**config.mk**
```make
export PLATFORM = sky130hd
export DESIGN_NAME = mmio_timer
export DESIGN_NICKNAME = d
export VERILOG_FILES = /design/src/rtl/mmio_timer.sv
export SDC_FILE = /design/constraint.sdc
export NUM_CORES = 1
export LEC_CHECK = 0
export BUFFER_PORTS_ARGS = -buffer_cell sky130_fd_sc_hd__buf_2
export CORE_MARGIN = 1
export CORE_UTILIZATION = 50
export DETAILED_ROUTE_END_ITERATION = 6
export PLACE_DENSITY_LB_ADDON = 0.2
export SETUP_SLACK_MARGIN = 0.5
export SYNTH_ARGS = -nofsm -noshare
export SYNTH_HDL_FRONTEND = slang
export SYNTH_SLANG_ARGS = --single-unit
```
**constraint.sdc**
```tcl
create_clock -name clk -period 5.42 [get_ports clk]
set_clock_uncertainty 0.15 [all_clocks]
set_input_delay 0 -clock clk [delete_from_list [all_inputs] [get_ports clk]]
set_output_delay 0 -clock clk [all_outputs]
set_load 0.05 [all_outputs]
```
**src/rtl/mmio_timer.sv**
```systemverilog
// Purpose: memory-mapped 64-bit machine timer (mtime/cmp/ctrl/status) answering a 32-byte bus window.
// Latency: reads are combinational from a; writes land at the clock edge where we & hit; irq follows pending combinationally.
// Backpressure: none; every access completes in its own cycle and the responder never stalls the core.
//
// Ports:
//   clk, clr        clock (rising edge) and asynchronous active-low reset
//   we, byteEnable  write strobe and per-byte write lanes (bit i -> wd[8i+7:8i])
//   a, wd           byte address and write data
//   rd, hit         combinational read data and window-decode flag
//   irq             level interrupt = pending & CTRL.IE
//
// Build option: define MMIO_TIMER_PRESCALER_EN to implement the prescaler and the CTRL.PRESC field;
// without it mtime advances every enabled cycle and CTRL[15:8] reads 0.

module mmio_timer #(
    parameter logic [31:0] BASE_ADDR = 32'h1000_0000,
    parameter int          PRESC_W   = 8
) (
    input  logic        clk,
    input  logic        clr,
    input  logic        we,
    input  logic [3:0]  byteEnable,
    input  logic [31:0] a,
    input  logic [31:0] wd,
    output logic [31:0] rd,
    output logic        hit,
    output logic        irq
);

    localparam logic [2:0] OFF_MTIME_LO = 3'd0;
    localparam logic [2:0] OFF_MTIME_HI = 3'd1;
    localparam logic [2:0] OFF_CMP_LO   = 3'd2;
    localparam logic [2:0] OFF_CMP_HI   = 3'd3;
    localparam logic [2:0] OFF_CTRL     = 3'd4;
    localparam logic [2:0] OFF_STATUS   = 3'd5;

    logic [63:0] mtime;
    logic [63:0] cmp;
    logic        en;
    logic        ie;
    logic        pending;
    logic        tick;
    logic [31:0] presc_rd;

    logic [2:0]  off;
    logic        wr;
    logic        wr_mtime_lo;
    logic        wr_mtime_hi;
    logic        match;

    // a[1:0] carry no information for word registers
    logic        unused_addr_lsbs;
    assign unused_addr_lsbs = &{1'b0, a[1:0]};

    assign off = a[4:2];
    assign hit = (a[31:5] == BASE_ADDR[31:5]);

    // A write with no lanes enabled is treated as no write at all, so it
    // neither stalls mtime nor restarts the prescaler.
    assign wr          = we & hit & (|byteEnable);
    assign wr_mtime_lo = wr & (off == OFF_MTIME_LO);
    assign wr_mtime_hi = wr & (off == OFF_MTIME_HI);

    assign match = (mtime >= cmp);
    assign irq   = pending & ie;

    function automatic logic [31:0] lane_merge(input logic [31:0] old_val,
                                               input logic [31:0] new_val,
                                               input logic [3:0]  lanes);
        logic [31:0] res;
        res = old_val;
        for (int i = 0; i < 4; i++) begin
            if (lanes[i]) begin
                res[8*i +: 8] = new_val[8*i +: 8];
            end
        end
        return res;
    endfunction

`ifdef MMIO_TIMER_PRESCALER_EN
    logic [PRESC_W-1:0] presc;
    logic [PRESC_W-1:0] pcnt;

    // mtime advances on the cycle the count has reached PRESC, i.e. once
    // every PRESC+1 enabled cycles.
    assign tick     = (pcnt == presc);
    assign presc_rd = {{(24 - PRESC_W){1'b0}}, presc, 8'h00};

    always_ff @(posedge clk or negedge clr) begin
        if (!clr) begin
            pcnt <= '0;
        end else if (wr_mtime_lo || wr_mtime_hi) begin
            pcnt <= '0;
        end else if (en) begin
            pcnt <= tick ? '0 : pcnt + 1'b1;
        end
    end

    always_ff @(posedge clk or negedge clr) begin
        if (!clr) begin
            presc <= '0;
        end else if (wr && (off == OFF_CTRL) && byteEnable[1]) begin
            presc <= wd[8 +: PRESC_W];
        end
    end
`else
    assign tick     = 1'b1;
    assign presc_rd = 32'h0;
`endif

    // A software write to either half takes priority over counting for that edge.
    always_ff @(posedge clk or negedge clr) begin
        if (!clr) begin
            mtime <= 64'h0;
        end else if (wr_mtime_lo) begin
            mtime[31:0] <= lane_merge(mtime[31:0], wd, byteEnable);
        end else if (wr_mtime_hi) begin
            mtime[63:32] <= lane_merge(mtime[63:32], wd, byteEnable);
        end else if (en && tick) begin
            mtime <= mtime + 64'd1;
        end
    end

    always_ff @(posedge clk or negedge clr) begin
        if (!clr) begin
            cmp <= '1;
        end else if (wr && (off == OFF_CMP_LO)) begin
            cmp[31:0] <= lane_merge(cmp[31:0], wd, byteEnable);
        end else if (wr && (off == OFF_CMP_HI)) begin
            cmp[63:32] <= lane_merge(cmp[63:32], wd, byteEnable);
        end
    end

    always_ff @(posedge clk or negedge clr) begin
        if (!clr) begin
            en <= 1'b0;
            ie <= 1'b0;
        end else if (wr && (off == OFF_CTRL) && byteEnable[0]) begin
            en <= wd[0];
            ie <= wd[1];
        end
    end

    // Set has priority over write-1-to-clear so a clear racing a live match
    // cannot lose the interrupt.
    always_ff @(posedge clk or negedge clr) begin
        if (!clr) begin
            pending <= 1'b0;
        end else if (match) begin
            pending <= 1'b1;
        end else if (wr && (off == OFF_STATUS) && byteEnable[0] && wd[0]) begin
            pending <= 1'b0;
        end
    end

    always_comb begin
        rd = 32'h0;
        if (hit) begin
            case (off)
                OFF_MTIME_LO: rd = mtime[31:0];
                OFF_MTIME_HI: rd = mtime[63:32];
                OFF_CMP_LO:   rd = cmp[31:0];
                OFF_CMP_HI:   rd = cmp[63:32];
                OFF_CTRL:     rd = presc_rd | {30'h0, ie, en};
                OFF_STATUS:   rd = {31'h0, pending};
                default:      rd = 32'h0;
            endcase
        end
    end

endmodule

```
==> results of run 1 <==
==> metrics by stage <==
stage / power (W) / setup slack [ns] / instances
6_report: 0.00224 / 2.27 / 1490
3_5_place_dp: 0.00112 / 2.34 / 1422
2_1_floorplan: 0.00103 / 2.81 / 1103
5_1_grt: 0.00229 / 2.09 / 1490
3_3_place_gp: 0.00112 / 2.35 / 1422
4_1_cts: 0.00224 / 2.36 / 1490
==> logic make-up (layout without fill, tap and decap cells) <==
| family | after synthesis | in the layout |
|---|---|---|
| mux | 86 | 86 |
| flops | 131 | 131 |
| simple gates | 321 | 321 |
| fa+ha+maj | 65 | 65 |
| buf+inv | 139 | 266 |
| compound gates | 361 | 361 |
==> power groups by stage <==
stage | Clock (W) | Combinational, W | Sequential, W
finish | 0.00111 | 0.000142 | 0.000981
global route | 0.00116 | 0.000151 | 0.000980
CTS | 0.00112 | 0.000140 | 0.000981
detailed placement | 0 | 0.000120 | 0.000996
global placement | 0 | 0.000119 | 0.000996
floorplan | 0 | 0.0000341 | 0.000997
==> routing by layer <==
metal | routed length, µm | part of all wire | global-route usage | up-vias
li1 | - | - | - | 4411
met1 | 13800 | 0.42 | 0.448 | 4701
met2 | 15200 | 0.46 | 0.549 | 527
met3 | 2940 | 0.089 | 0.0727 | 93
met4 | 1150 | 0.035 | 0.140 | 0
met5 | 0 | 0 | 0 | -
==> worst max-delay path: cells and delay by family (launching register included) <==
family | cells | cell delay, ns
AND/OR/NAND/NOR | 4 | 1.83
flip-flops | 1 | 0.44
AO/OA/AOI/OAI | 2 | 0.37
adder cells (fa/ha/maj) | 1 | 0.27
==> path summary, 6_finish.rpt <==
path                                       from               endpoint
setup / recovery           mtime[1]$_DFFE_PN0P_  mtime[58]$_DFFE_PN0P_
hold / removal                              clr    pending$_DFFE_PN0P_
setup reg to reg           mtime[1]$_DFFE_PN0P_  mtime[58]$_DFFE_PN0P_
hold reg to reg                  ie$_DFFE_PN0P_         ie$_DFFE_PN0P_
max in group asynchronous                   clr  mtime[22]$_DFFE_PN0P_
min in group clk                  byteEnable[1]  mtime[40]$_DFFE_PN0P_
==> flip-flops by register name (all words and copies together), names as in the netlist <==
signal / cells
mtime: 64
pending: 1
en: 1
cmp: 64
ie: 1
==> layout make-up <==
type | count | area, µm² | area share
clock buffers | 19 | 443 | 0.0390
clock inverters | 13 | 111 | 0.00981
inverters | 79 | 297 | 0.0261
multi-input cells | 833 | 5820 | 0.512
flip-flops and latches | 131 | 3360 | 0.296
well taps | 260 | 325 | 0.0286
repair buffers | 155 | 1000 | 0.0885
==> synth_stat cells, types with 17 or more instances <==
| cell type | n | area share |
|---|---|---|
| nor2_1 | 42 | 0.016 |
| a22oi_1 | 44 | 0.034 |
| nand2_1 | 85 | 0.033 |
| dfrtp_1 | 67 | 0.17 |
| inv_1 | 78 | 0.030 |
| dfstp_2 | 64 | 0.17 |
| nand3_1 | 45 | 0.023 |
| and3_1 | 19 | 0.012 |
| nand4_1 | 32 | 0.021 |
| and4_1 | 17 | 0.015 |
| a31oi_1 | 20 | 0.013 |
| o21ai_0 | 74 | 0.038 |
| clkbuf_1 | 40 | 0.015 |
| mux2_2 | 67 | 0.078 |
| ha_1 | 65 | 0.084 |
| o22ai_1 | 23 | 0.015 |
| a21oi_1 | 119 | 0.061 |
==> flow_summary_export.csv, run 1 <==
group,metric,value,unit
run_status,status,"finished with violations",
run_status,violations,"hold timing",
detailed_routing,drt-vias-per-instance,6.53,
critical_path,start_kind,"register",
timing,tightest_slew,0.926,ns
pwr,swShare,0.252,
placement,port_buffers,102,
synthesis,yosysSeqAreaShare,0.347,
cts,cts_max_level,4,
cts,clk_pin_slew,0.06,ns
synthesis,synth_compound_area_frac,0.229,
cts,numCtsBuffers,17,
die,coreArea,18800,µm²
pwr,internal_power,0.00167,W
synthesis,yosys.area_share.xor_xnor,0,
detailed_routing,drc,0,
critical_path,cp_slowest_stage_delay,0.73,ns
pwr,p_per_area,197,nW/µm²
critical_path,critPathKind,"register to register",
cells_and_area,synthToLayoutAreaGrowth,17.2,%
synthesis,synth-adder-area-share,0.0839,
timing,setup_tns,0,ns
die,dieWidth,141,µm
timing,hold_violations,3,
synthesis,yosysWarnings,0,
detailed_routing,dr.pass1.iters,6,
cells_and_area,num-nets-final,1353,
cells_and_area,design_area,11400,µm²
synthesis,synthDistinctLibCells,66,
detailed_routing,routedWlPerCell,22.1,µm
global_route,grt.total_usage,0.342,
timing,holdWs,-0.0200,ns
pwr,p_seq_frac,0.439,
detailed_routing,ant_nets,0,
critical_path,cp_common_cell,"and3_1",
cts,cts_setup_buffers,0,
synthesis,synthMuxAreaShare,0.103,
critical_path,rrSetupSlack,2.27,ns
cts,cts_hold_buf,36,
synthesis,synth-simple-area-share,0.182,
cts,clockRootBuffer,"clkbuf_16",
timing,setup_viol,0,
synthesis,synth_nets,1239,
cells_and_area,fill_cells,1675,
pwr,p_leak,4.58,nW
cells_and_area,drive_above_1_share,0.248,
synthesis,synth-seq-cells,131,
critical_path,crit_chain,"ha_1, and3_1, and3_1, nand4_1, or4_1, a21oi_1, a2bb2oi_1",
timing,timing.slew.headroom,0.381,
global_route,grt_first_pass_wirelength,51700,µm
critical_path,cp.required,5.62,ns
die,dieArea,19900,µm²
pwr,p_clk_frac,0.498,
timing,fmax,317,MHz
timing,drv_slew,0,
timing,fin_crit,3.15,ns
global_route,grt_pass1_vias,9187,
synthesis,synth-edff-count,0,
cells_and_area,fin_util,0.603,
pwr,worst_ir_drop_vdd,0.000280,V
global_route,antenna_found_initial,0,
global_route,grt_max_degree,67,
cts,clockBufferDepth,2,
pwr,power.switching,0.000564,W
placement,gp_congestion,0.947,
critical_path,r2r_cells,7,
synthesis,syn_area_per_cell,8.79,µm²
cells_and_area,mostFrequentLayoutCell,"a21oi_1",
cts,cts-resized-gates,0,
critical_path,end_kind,"register",
cells_and_area,n_antenna_cell,0,
detailed_routing,drt_first_iter_violations,995,
cells_and_area,final_cell_mix,"119 x a21oi_1, 101 x buf_2, 85 x nand2_1, 78 x inv_1, 74 x o21ai_0",
global_route,grt_overflow,0,
synthesis,synth-main-ff-cell,"dfrtp_1",
flow_run,maxCapViolCount,0,
critical_path,worstPathArrival,3.35,ns
die,io_pins,105,
cts,clk_latency,0.44,ns
synthesis,synthArstFlopShare,1.00,
placement,hpwl,23000,µm
critical_path,slowest_stage,"or4_1",
pwr,p_comb_frac,0.064,
timing,finalCritPeriodShare,0.582,
timing,rsz0062_at_grt,"no",
die,placementRows,50,
detailed_routing,routed_wl,33000,µm
synthesis,synth_top_family_by_area,"compound AO/OA/AOI/OAI gates",
die,die_h,141,µm
cts,cts_tree,"done",
detailed_routing,num_vias,9732,
critical_path,crit_path_max_fanout,9,
synthesis,synth_area,9690,µm²
placement,placed_area,10400,µm²
hold_path,worstHoldPathType,"input pin to async pin",
die,initial_core_util,0.515,
synthesis,synthCells,1103,
cts,clock_sinks,131,
No activity file was read; power rests on OpenSTA's default activity.
==> inputs of run 2 (changes only) <==
- clock period: 5.42 -> 3.08 ns (I/O delays scaled with it)
==> flow_summary_export.csv, run 2 (synthesis results as in run 1) <==
group,metric,value,unit
cts,clockRootBuffer,"clkbuf_16",
global_route,grt.total_usage,0.344,
global_route,grt_max_degree,74,
critical_path,cp_slowest_stage_delay,0.54,ns
cells_and_area,fill_cells,1644,
critical_path,critPathKind,"register to register",
critical_path,cp.required,3.23,ns
timing,setup_viol,0,
cts,cts_max_level,4,
timing,holdWs,-0.00532,ns
timing,hold_violations,1,
die,io_pins,105,
run_status,violations,"hold timing",
cts,cts_tree,"done",
timing,fin_crit,2.54,ns
pwr,p_leak,4.80,nW
die,die_h,141,µm
cts,clk_pin_slew,0.06,ns
cells_and_area,stdcell_count,1526,
global_route,antenna_found_initial,0,
detailed_routing,ant_nets,0,
die,dieArea,19900,µm²
critical_path,slowest_stage,"dfstp_2",
critical_path,path_delay_family,"compound AO/OA/AOI/OAI gates",
critical_path,crit_path_max_fanout,3,
hold_path,worstHoldPathType,"input pin to async pin",
placement,hpwl,23500,µm
cts,clock_sinks,131,
detailed_routing,drt_first_iter_violations,1117,
timing,tightest_slew,0.836,ns
timing,rsz0062_at_grt,"yes",
critical_path,end_kind,"register",
critical_path,cp_common_cell,"a21o_1",
timing,fmax,394,MHz
timing,setup_tns,0,ns
die,placementRows,50,
placement,place_inst,1450,
run_status,status,"finished with violations",
detailed_routing,routed_wl,33400,µm
critical_path,cp_num_buf_inv,1,
global_route,grt_overflow,0,
cells_and_area,n_antenna_cell,0,
global_route,grt_first_pass_wirelength,52000,µm
cells_and_area,drive_above_1_share,0.284,
cts,clockBufferDepth,2,
critical_path,start_kind,"register",
placement,port_buffers,102,
timing,timing.slew.headroom,0.441,
cells_and_area,mostFrequentLayoutCell,"a21oi_1",
die,dieWidth,141,µm
detailed_routing,drt-vias-per-instance,6.45,
cells_and_area,num-nets-final,1389,
flow_run,maxCapViolCount,0,
critical_path,worstPathArrival,2.69,ns
detailed_routing,drc,0,
detailed_routing,num_vias,9836,
pwr,worst_ir_drop_vdd,0.000358,V
placement,gp_congestion,0.975,
pwr,p_per_area,336,nW/µm²
cells_and_area,reg_top3,"cmp x64, mtime x64",
cts,clk_latency,0.43,ns
detailed_routing,dr.pass1.iters,7,
critical_path,crit_chain,"inv_1, ha_1, a21o_1, a21o_1, a221oi_2, o211ai_1, a2111oi_1, nor2_1",
detailed_routing,routedWlPerCell,21.9,µm
cts,numCtsBuffers,17,
cells_and_area,final_cell_mix,"117 x a21oi_1, 101 x buf_2, 85 x nand2_1, 78 x inv_1, 74 x o21ai_0",
cells_and_area,synthToLayoutAreaGrowth,21.6,%
timing,finalCritPeriodShare,0.823,
die,coreArea,18800,µm²
timing,drv_slew,0,
die,initial_core_util,0.515,
global_route,grt_pass1_vias,9307,
## run 2: changes by cell type in the layout (fill, tap and decap cells not counted), moves of 2 or more
cell	before	now
a2111oi_0	2	0
dlygate4sd3_1	36	38
buf_12	0	3
a21oi_2	0	2
inv_4	0	3
dfrtp_1	67	57
clkinvlp_4	4	0
dfrtp_2	0	10
buf_4	17	48
and3_1	19	16
clkinv_2	5	3
a21oi_1	119	117
and3_4	0	2
clkbuf_1	1	4
## run 2: per-stage QoR
| stage | cell area [µm²] | power (W) | utilization | hold WS (ns) | worst slack (ns) |
|---|---|---|---|---|---|
| final | 11800 | 0.00397 | 0.626 | -0.00532 | 0.544 |
| after global routing | 11800 | 0.00407 | 0.626 | 0.0519 | 0.462 |
| after CTS | 11700 | 0.00398 | 0.619 | 0.00832 | 0.507 |
| after detailed placement | 10700 | 0.00197 | 0.568 | -0.0630 | 0.397 |
| after global placement | 10700 | 0.00197 | 0.568 | -0.0643 | 0.419 |
| after floorplan | 9690 | 0.00181 | - | -0.446 | 0.472 |
## run 2: what timing repair did
action                                  4_1_cts  5_1_grt
endpoints found under the hold margin       211        1
pin swaps                                     1       11
endpoints found under the setup margin        7       34
buffers inserted                              0        6
gates resized for setup                      10       21
hold buffers                                 37        1
cloned                                        0        0
## run 2: per-layer routing
layer / GRT usage / part of all wire / up-vias
li1: - / - / 4478
met1: 0.460 / 0.41 / 4716
met2: 0.537 / 0.46 / 534
met3: 0.0615 / 0.086 / 108
met4: 0.165 / 0.040 / 0
met5: 0 / 0 / -
## run 2: report_power, final
| group | switching, W | total [W] | leakage, nW | internal [W] |
|---|---|---|---|---|
| Sequential | 0.0000000379 | 0.00173 | 1.44 | 0.00173 |
| Combinational | 0.000161 | 0.000258 | 3.08 | 0.0000962 |
| Clock | 0.000783 | 0.00198 | 0.284 | 0.00120 |
| Total | 0.000944 | 0.00397 | 4.80 | 0.00302 |
## run 2: area by class of cell
type,instances,area (µm²),area share
clock inverters,8,72.6,0.00616
clock buffers,24,493,0.0418
flip-flops and latches,131,3370,0.286
well taps,260,325,0.0276
inverters,79,297,0.0252
multi-input cells,833,5910,0.501
repair buffers,191,1320,0.112
## run 2: path summary, 6_finish.rpt
kind / startpoint / to / slack, ns / cells past startpoint
min in group clk: byteEnable[0] / mtime[32]$_DFFE_PN0P_ / 0.03 / 3
max in group asynchronous: clr / cmp[25]$_DFFE_PN1P_ / 1.91 / 3
worst max-delay path: cmp[45]$_DFFE_PN1P_ / pending$_DFFE_PN0P_ / 0.54 / 8
worst max register to register: cmp[45]$_DFFE_PN1P_ / pending$_DFFE_PN0P_ / 0.54 / 8
worst min register to register: ie$_DFFE_PN0P_ / ie$_DFFE_PN0P_ / 0.39 / 1
worst min-delay path: clr / mtime[17]$_DFFE_PN0P_ / -0.005 / 2
